--- config.mk ---
export PLATFORM = sky130hd
export DESIGN_NAME = multicycle_control
export DESIGN_NICKNAME = d
export VERILOG_FILES = /design/src/rtl/multicycle_control.sv
export SDC_FILE = /design/constraint.sdc
export NUM_CORES = 1
export LEC_CHECK = 0
export CELL_PAD_IN_SITES_DETAIL_PLACEMENT = 1
export CELL_PAD_IN_SITES_GLOBAL_PLACEMENT = 2
export CORE_UTILIZATION = 16
export CTS_CLUSTER_SIZE = 20
export DETAILED_ROUTE_END_ITERATION = 8
export HOLD_SLACK_MARGIN = 0.05
export PLACE_DENSITY_LB_ADDON = 0.1
export SLEW_MARGIN = 15
export SYNTH_ARGS = -nofsm -noshare
export SYNTH_HDL_FRONTEND = slang
export SYNTH_SLANG_ARGS = --single-unit
--- constraint.sdc ---
create_clock -name clk -period 1.31 [get_ports clk]
set_input_delay 0.131 -clock clk [delete_from_list [all_inputs] [get_ports clk]]
set_output_delay 0.131 -clock clk [all_outputs]
set_load 0.005 [all_outputs]
--- src/rtl/multicycle_control.sv ---
// Multicycle control FSM for an RV32 subset (R-type, addi, ld, sd, beq/bge).
// Optional retired-instruction counter enabled by the CTRL_RETIRE_COUNT_EN macro.
module multicycle_control (
    input  logic        clk,
    input  logic        reset,
    input  logic        instr_valid,
    input  logic [31:0] instruction,
    input  logic        zero,
    input  logic        negative,
    output logic        instr_ready,
    output logic [1:0]  ALUOp,
    output logic [3:0]  Funct,
    output logic        alu_src,
    output logic        mem_read,
    output logic        mem_write,
    output logic        mem_to_reg,
    output logic        reg_write,
    output logic        branch_taken,
    output logic        done,
    output logic        illegal,
    output logic [31:0] retired_count,
    output logic [2:0]  state_o
);

    localparam logic [2:0] IDLE      = 3'd0;
    localparam logic [2:0] DECODE    = 3'd1;
    localparam logic [2:0] EXECUTE   = 3'd2;
    localparam logic [2:0] MEMORY    = 3'd3;
    localparam logic [2:0] WRITEBACK = 3'd4;

    localparam logic [6:0] OP_RTYPE  = 7'b0110011;
    localparam logic [6:0] OP_ADDI   = 7'b0010011;
    localparam logic [6:0] OP_LD     = 7'b0000011;
    localparam logic [6:0] OP_SD     = 7'b0100011;
    localparam logic [6:0] OP_BRANCH = 7'b1100011;

    logic [2:0]  state_q, state_d;
    logic [31:0] instr_q, instr_d;

    logic is_rtype, is_addi, is_ld, is_sd, is_branch, is_beq, is_bge, is_legal;
    logic unused_instr_bits;

    // Every control below decodes the latched word, never the live port.
    assign is_rtype  = (instr_q[6:0] == OP_RTYPE);
    assign is_addi   = (instr_q[6:0] == OP_ADDI);
    assign is_ld     = (instr_q[6:0] == OP_LD);
    assign is_sd     = (instr_q[6:0] == OP_SD);
    assign is_branch = (instr_q[6:0] == OP_BRANCH);
    assign is_beq    = is_branch && (instr_q[14:12] == 3'b000);
    assign is_bge    = is_branch && (instr_q[14:12] == 3'b101);
    assign is_legal  = is_rtype || is_addi || is_ld || is_sd || is_beq || is_bge;

    assign unused_instr_bits = ^{instr_q[31], instr_q[29:15], instr_q[11:7]};

    always_comb begin
        state_d = state_q;
        instr_d = instr_q;
        case (state_q)
            IDLE: begin
                if (instr_valid) begin
                    instr_d = instruction;
                    state_d = DECODE;
                end
            end
            DECODE:    state_d = is_legal ? EXECUTE : IDLE;
            EXECUTE: begin
                if (is_branch)          state_d = IDLE;
                else if (is_ld || is_sd) state_d = MEMORY;
                else                     state_d = WRITEBACK;
            end
            MEMORY:    state_d = is_ld ? WRITEBACK : IDLE;
            WRITEBACK: state_d = IDLE;
            default:   state_d = IDLE;
        endcase
    end

    always_ff @(posedge clk or negedge reset) begin
        if (!reset) begin
            state_q <= IDLE;
            instr_q <= 32'd0;
        end else begin
            state_q <= state_d;
            instr_q <= instr_d;
        end
    end

    always_comb begin
        instr_ready  = (state_q == IDLE);
        ALUOp        = 2'b00;
        Funct        = 4'b0000;
        alu_src      = 1'b0;
        mem_read     = 1'b0;
        mem_write    = 1'b0;
        mem_to_reg   = 1'b0;
        reg_write    = 1'b0;
        branch_taken = 1'b0;
        done         = 1'b0;
        illegal      = 1'b0;
        case (state_q)
            DECODE: illegal = !is_legal;
            EXECUTE: begin
                if (is_rtype) begin
                    ALUOp = 2'b10;
                    Funct = {instr_q[30], instr_q[14:12]};
                end else if (is_branch) begin
                    ALUOp        = 2'b01;
                    Funct        = {1'b0, instr_q[14:12]};
                    branch_taken = is_beq ? zero : !negative;
                    done         = 1'b1;
                end
                alu_src = is_addi || is_ld || is_sd;
            end
            MEMORY: begin
                mem_read  = is_ld;
                mem_write = is_sd;
                done      = is_sd;
            end
            WRITEBACK: begin
                reg_write  = 1'b1;
                mem_to_reg = is_ld;
                done       = 1'b1;
            end
            default: ;
        endcase
    end

    assign state_o = state_q;

`ifdef CTRL_RETIRE_COUNT_EN
    logic [31:0] retired_q, retired_d;

    assign retired_d = retired_q + 32'd1;

    always_ff @(posedge clk or negedge reset) begin
        if (!reset)    retired_q <= 32'd0;
        else if (done) retired_q <= retired_d;
    end

    assign retired_count = retired_q;
`else
    assign retired_count = 32'd0;
`endif

endmodule

==> results of run 1 <==
## registers in the layout, indices dropped and copies added (netlist names)
signal / flops
instr_q: 11
state_o: 3
## where the power goes
group	leakage [nW]	total, W	internal (W)	switching (W)
clock	0.0288	0.000441	0.000267	0.000174
sequential	0.168	0.000576	0.000506	0.0000700
combinational	0.802	0.000775	0.000442	0.000333
## worst max path at each step
| stage | to | depth (start not counted) |
|---|---|---|
| global route | branch_taken | 6 |
| global placement | mem_to_reg | 5 |
| CTS | Funct[3] | 5 |
| finish | branch_taken | 6 |
| detailed placement | mem_to_reg | 5 |
| floorplan | instr_q[1]$_DFFE_PN0P_ | 5 |
## kinds of logic after synthesis
kind of cell / after synthesis / synth area share, %
buf+inv: 42 / 27.0
simple gates: 37 / 22.8
flops: 14 / 31.1
compound gates: 13 / 7.78
mux: 7 / 8.67
xor+xnor: 3 / 2.33
other cells: 1 / 0.333
## cell type report
| cell class | count | area, µm² | share of cell area [%] |
|---|---|---|---|
| tap | 96 | 120 | 5.86 |
| timing repair buffer | 86 | 759 | 37.1 |
| sequential | 14 | 354 | 17.3 |
| multi-input combinational | 92 | 741 | 36.2 |
| inverter | 5 | 18.8 | 0.916 |
| clock buffer | 4 | 55.1 | 2.69 |
## routing by layer
metal	share of wire, %	vias up
met4	1.8	0
met3	6.0	5
met5	0	-
met2	49	42
met1	43	513
li1	-	509
## cells in the mapped netlist (all sizes together) (3+ instances only)
cell,number
buf,36
dfrtp,14
mux2,7
nor2,6
inv,5
nor3,5
o21ai,5
nand3,4
nor3b,3
xor2,3
## timing repair
item | in CTS | in global routing
pin swaps | 14 | 15
cloned | 0 | 0
resized for setup | 104 | 14
endpoints found under the setup margin | 31 | 30
setup buffers | 18 | 8
## metrics by stage
stage               instance area (µm²)  hold slack (ns)  setup WS (ns)  total power (W)
CTS                                1970            0.210         -0.602          0.00178
global placement                   1680            0.479         -0.563          0.00116
global route                       2050            0.219         -0.640          0.00190
floorplan                          1290           -0.165         -0.141         0.000940
detailed placement                 1680            0.475         -0.551          0.00116
finish                             2050            0.198         -0.585          0.00179
## critical path, stage by stage (launching register included)
cell     delay [ns]
dfrtp_1        0.41
or3b_4         0.43
buf_4          0.16
buf_12         0.11
nor3_4         0.13
and3_1         0.17
buf_2          0.10
==> metrics.md, run 1 <==
| Metric | Value |
|---|---|
| Clock sink total | 14 |
| Largest net degree at the start of global routing | 15 |
| Inserted Diodes | 0 |
| Worst setup skew after layout | 0.00657 ns |
| Synthesized area per cell | 9.62 µm² |
| DRC | 0 |
| Antenna violations before repair | 0 |
| Primary FF master, synth | dfrtp_1 |
| Worst reg-to-reg path cell count | 8 |
| RePlAce Congestion | 0.751 |
| Final-report hold violation count | 0 |
| Run status | finished, violations left |
| Half-perimeter wire length of the detailed placement result | 2.56 mm |
| Final setup violation count | 30 |
| Buffers added on ports | 33 |
| CP endpoint kind | output port |
| I/O Pins | 87 |
| # hold bufs at CTS | 0 |
| Met1 demand-to-capacity share in global routing | 12.0% |
| Sequential area share after synthesis | 31.1% |
| TritonCTS buffer count | 3 |
| DR vias/cell | 3.60 |
| Max-cap violation count | 0 |
| Number of standard cells in the layout, taps in and fillers out | 297 |
| Upper clock frequency limit | 528 MHz |
| Critical path type | reg -> out |
| IR Drop Worst-Case VDD | 0.327 mV |
| Worst Path Required | 1.18 ns |
| GRT Total Usage | 9.46% |
| Wire length of the first global-routing pass | 5.38 mm |
| TritonCTS clock tree | yes |
| Violated checks | setup timing |
| Warning count from the yosys run | 0 |
| Starting Density | 16.6% |
| Via count of the routed design | 1069 |
| GR Layer Usage met3 | 1.83% |
| Leading cell type in the layout, fill and taps excluded | buf_4 |
| Leading cell types by total area after synthesis | dfrtp_1, buf_4, mux2_4 |
| Min Clock Period, post-route | 1.89 ns |
| First drt pass iteration count | 3 |
| Share of the cycle needed by the critical path after routing | 145% |
| Post-synthesis instance total | 117 |
| DP Cell Count | 270 |
| Layout cell share with drive strength beyond 1 | 55.2% |
| Drt total wl | 3.41 mm |
| Met2 GRT Util | 15.6% |
| Clock buffer depth | 2 |
| Detail Route Antenna Nets | 0 |
| Layout Area Growth over Synthesis | 81.9% |
| Setup slack, reg-to-reg | -0.49 ns |
| Endpoint of the lowest-slack register-to-register path | instr_q[1]$_DFFE_PN0P_ |
| Die extent in y | 85.9 µm |
| Synth cell types | 42 |
| Worst-case setup margin in the final layout | -0.585 ns |
| Clock transition at the registers of the reported paths | 0.07 ns |
| Layer carrying the most global-route usage | met2 |
| Slew Limit Fails | 0 |
| Number of fill cells | 774 |
| Biggest fanout along the worst timing path | 3 |
| Post-route setup TNS | -12.46 ns |
| Number of nets in the final layout | 239 |
| Summed instance area of the synthesized netlist | 1130 µm² |
| Power Dens Cells | 875 nW/µm² |
| Post-layout utilization of the core | 30.1% |
| Type of element launching the critical path | flop |
| First element of the critical path | state_o[0]$_DFFE_PN0P_ |
| Total die area | 7380 µm² |
| Number of core rows | 30 |
| Starting DRT DRC Count | 19 |
| Core box area | 6790 µm² |
| Synth top area share | 31.1% |
| Cell type contributing the most total cell area after synthesis | dfrtp_1 |
| H-tree depth | 1 |
| Wire length per cell | 11.5 µm |
| Total global routing overflow | 0 |
| Flop and latch count out of synthesis | 14 |
| Share of async-settable or async-resettable flops after synthesis | 100% |
| R2R Path Start | state_o[0]$_DFFE_PN0P_ |
| Via count of the first global-routing pass | 1088 |
| Die width | 85.9 µm |
| Clock latency on the worst-skew pair | 0.26 ns |
| Leakage Power | 0.998 nW |
| Type of the tightest min-delay check | in -> async |
| Commonest cells after routing, fill and taps aside | buf_4, conb_1, buf_6, clkdlybuf4s50_1, dfrtp_1 |
| Number of flops mapped to enable cells by yosys | 0 |
| CTS root buf | clkbuf_8 |
| Setup repair after global routing missed its margin | true |
| Data arrival time of the worst path | 1.76 ns |
No activity file was read; power rests on OpenSTA's default activity.
==> run 2: changes to the inputs <==
SETUP_SLACK_MARGIN = 0.5   (was not set)
==> metrics.md, run 2 (synthesized netlist as in run 1, its figures left out) <==
| Metric | Value |
|---|---|
| Run status | finished, violations left |
| Violated checks | setup timing |
| Max stage delay on crit path | 0.40 ns |
| DP Cell Count | 273 |
| Tightest hold margin | 0.199 ns |
| Layout Cell Area excl Fill | 2050 µm² |
| Die width | 85.9 µm |
| Clock sink total | 14 |
| Via count of the first global-routing pass | 1130 |
| Clock buffer depth | 2 |
| Share of the cycle needed by the critical path after routing | 140% |
| Register ranked first by flip-flop count | instr_q |
| Slew Limit Fails | 0 |
| IR Drop Worst-Case VDD | 0.262 mV |
| Biggest fanout along the worst timing path | 4 |
| Final setup violation count | 29 |
| Clock latency on the worst-skew pair | 0.25 ns |
| Critical path type | reg -> out |
| Drt total wl | 3.54 mm |
| Max-cap violation count | 0 |
| CTS root buf | clkbuf_8 |
| H-tree depth | 1 |
| Type of the tightest min-delay check | in -> async |
| Worst-case setup margin in the final layout | -0.526 ns |
| Layout Area Growth over Synthesis | 82.2% |
| Setup repair after global routing missed its margin | true |
| Total global routing overflow | 0 |
| CP endpoint kind | output port |
| Leakage Power | 1.01 nW |
| Standard cell with the maximum stage delay on the critical path | dfrtp_1 |
| Family of cells with the greatest summed delay on the critical path | simple AND/OR/NAND/NOR gates |
| Data arrival time of the worst path | 1.71 ns |
| RePlAce Congestion | 0.693 |
| Number of core rows | 30 |
| Worst setup skew after layout | 0.00120 ns |
| Number of nets in the final layout | 239 |
| Core box area | 6790 µm² |
| Type of element launching the critical path | flop |
| Inserted Diodes | 0 |
| Min Clock Period, post-route | 1.84 ns |
| I/O Pins | 87 |
| Starting DRT DRC Count | 15 |
| List of cells traversed by the critical path | nand4bb_4 -> buf_6 -> nor4_4 -> buf_4 -> and2_1 -> buf_2 |
| Largest register FFs | 11 |
| TritonCTS buffer count | 3 |
| Final Power | 0.00185 W |
| Die extent in y | 85.9 µm |
| # hold bufs at CTS | 0 |
| Power Dens Cells | 901 nW/µm² |
| Upper clock frequency limit | 545 MHz |
| First drt pass iteration count | 3 |
| Worst Path Required | 1.18 ns |
| Antenna violations before repair | 0 |
| Worst reg-to-reg path cell count | 7 |
| Wire length of the first global-routing pass | 5.68 mm |
| Leading cell type in the layout, fill and taps excluded | buf_4 |
| Starting Density | 16.6% |
| Buf/Inv on CP | 3 |
| Wire length per cell | 11.9 µm |
| DR vias/cell | 3.64 |
| Detail Route Antenna Nets | 0 |
| Via count of the routed design | 1082 |
| Commonest cells after routing, fill and taps aside | buf_4, conb_1, buf_6, clkdlybuf4s50_1, dfrtp_1 |
| Clock transition at the registers of the reported paths | 0.06 ns |
| Final-report hold violation count | 0 |
| Instance area at placement | 1750 µm² |
| Largest net degree at the start of global routing | 15 |
| R2R Path Start | state_o[2]$_DFFE_PN0P_ |
| Post-route setup TNS | -9.85 ns |
| Half-perimeter wire length of the detailed placement result | 2.73 mm |
| Number of standard cells in the layout, taps in and fillers out | 297 |
| Endpoint of the lowest-slack register-to-register path | instr_q[2]$_DFFE_PN0P_ |
| DRC | 0 |
| Setup slack, reg-to-reg | -0.39 ns |
| GRT Total Usage | 9.93% |
| Layout cell share with drive strength beyond 1 | 55.2% |
| TritonCTS clock tree | yes |
| Buffers added on ports | 33 |
| Total die area | 7380 µm² |
## run 2: changes by cell type in the layout (fill, tap and decap cells not counted), sizes merged
| cell | delta |
|---|---|
| buf | +3 |
| clkbuf | -1 |
| clkdlybuf4s15 | -1 |
| dlygate4sd2 | -1 |
## run 2: how the worst max path moves through the flow
stage	end	startpoint	slack, ns	depth (start not counted)
6_report	Funct[3]	instr_q[3]$_DFFE_PN0P_	-0.53	6
5_1_grt	Funct[1]	instr_q[3]$_DFFE_PN0P_	-0.63	6
4_1_cts	Funct[1]	instr_q[3]$_DFFE_PN0P_	-0.51	6
3_5_place_dp	Funct[3]	instr_q[2]$_DFFE_PN0P_	-0.61	5
3_3_place_gp	Funct[3]	instr_q[2]$_DFFE_PN0P_	-0.56	5
2_1_floorplan	instr_q[1]$_DFFE_PN0P_	state_o[0]$_DFFE_PN0P_	-0.14	5
## run 2: final cells by class
| class | count | area (µm²) |
|---|---|---|
| Clock buffer | 4 | 55.1 |
| Fill cell | 798 | 4740 |
| Inverter | 5 | 18.8 |
| Multi-Input combinational cell | 92 | 756 |
| Sequential cell | 14 | 352 |
| Tap cell | 96 | 120 |
| Timing Repair Buffer | 86 | 751 |
## run 2: repair_timing
item                       4_1_cts  5_1_grt
pin swaps                       19        7
buffers inserted                17        3
setup endpoints to repair       32       32
gates resized for setup        108        8
## run 2: per-layer routing
metal	global-route usage [%]	share of wire (%)	vias to the layer above	wire, µm
met5	0	0	-	0
met1	12.2	43	524	1520
met4	3.18	1.3	0	45
li1	-	-	511	-
met2	17.5	51	43	1810
met3	1.73	4.7	4	166
## run 2: through the flow
step | setup WS (ns) | util, %
finish | -0.526 | 30.2
global route | -0.630 | 30.2
CTS | -0.508 | 29.4
detailed placement | -0.614 | 25.7
global placement | -0.562 | 25.7
floorplan | -0.141 | -
## run 2: report_power, final
group	internal (W)	switching [W]
clock	0.000266	0.000165
combinational	0.000488	0.000342
sequential	0.000504	0.0000850
total	0.00126	0.000591
==> run 3: changes to the inputs <==
CAP_MARGIN = 20   (was not set)
GPL_ROUTABILITY_DRIVEN = 1   (was not set)
==> results of run 3 <==
The final DEF is identical to that of run 2; final timing and power are the same.
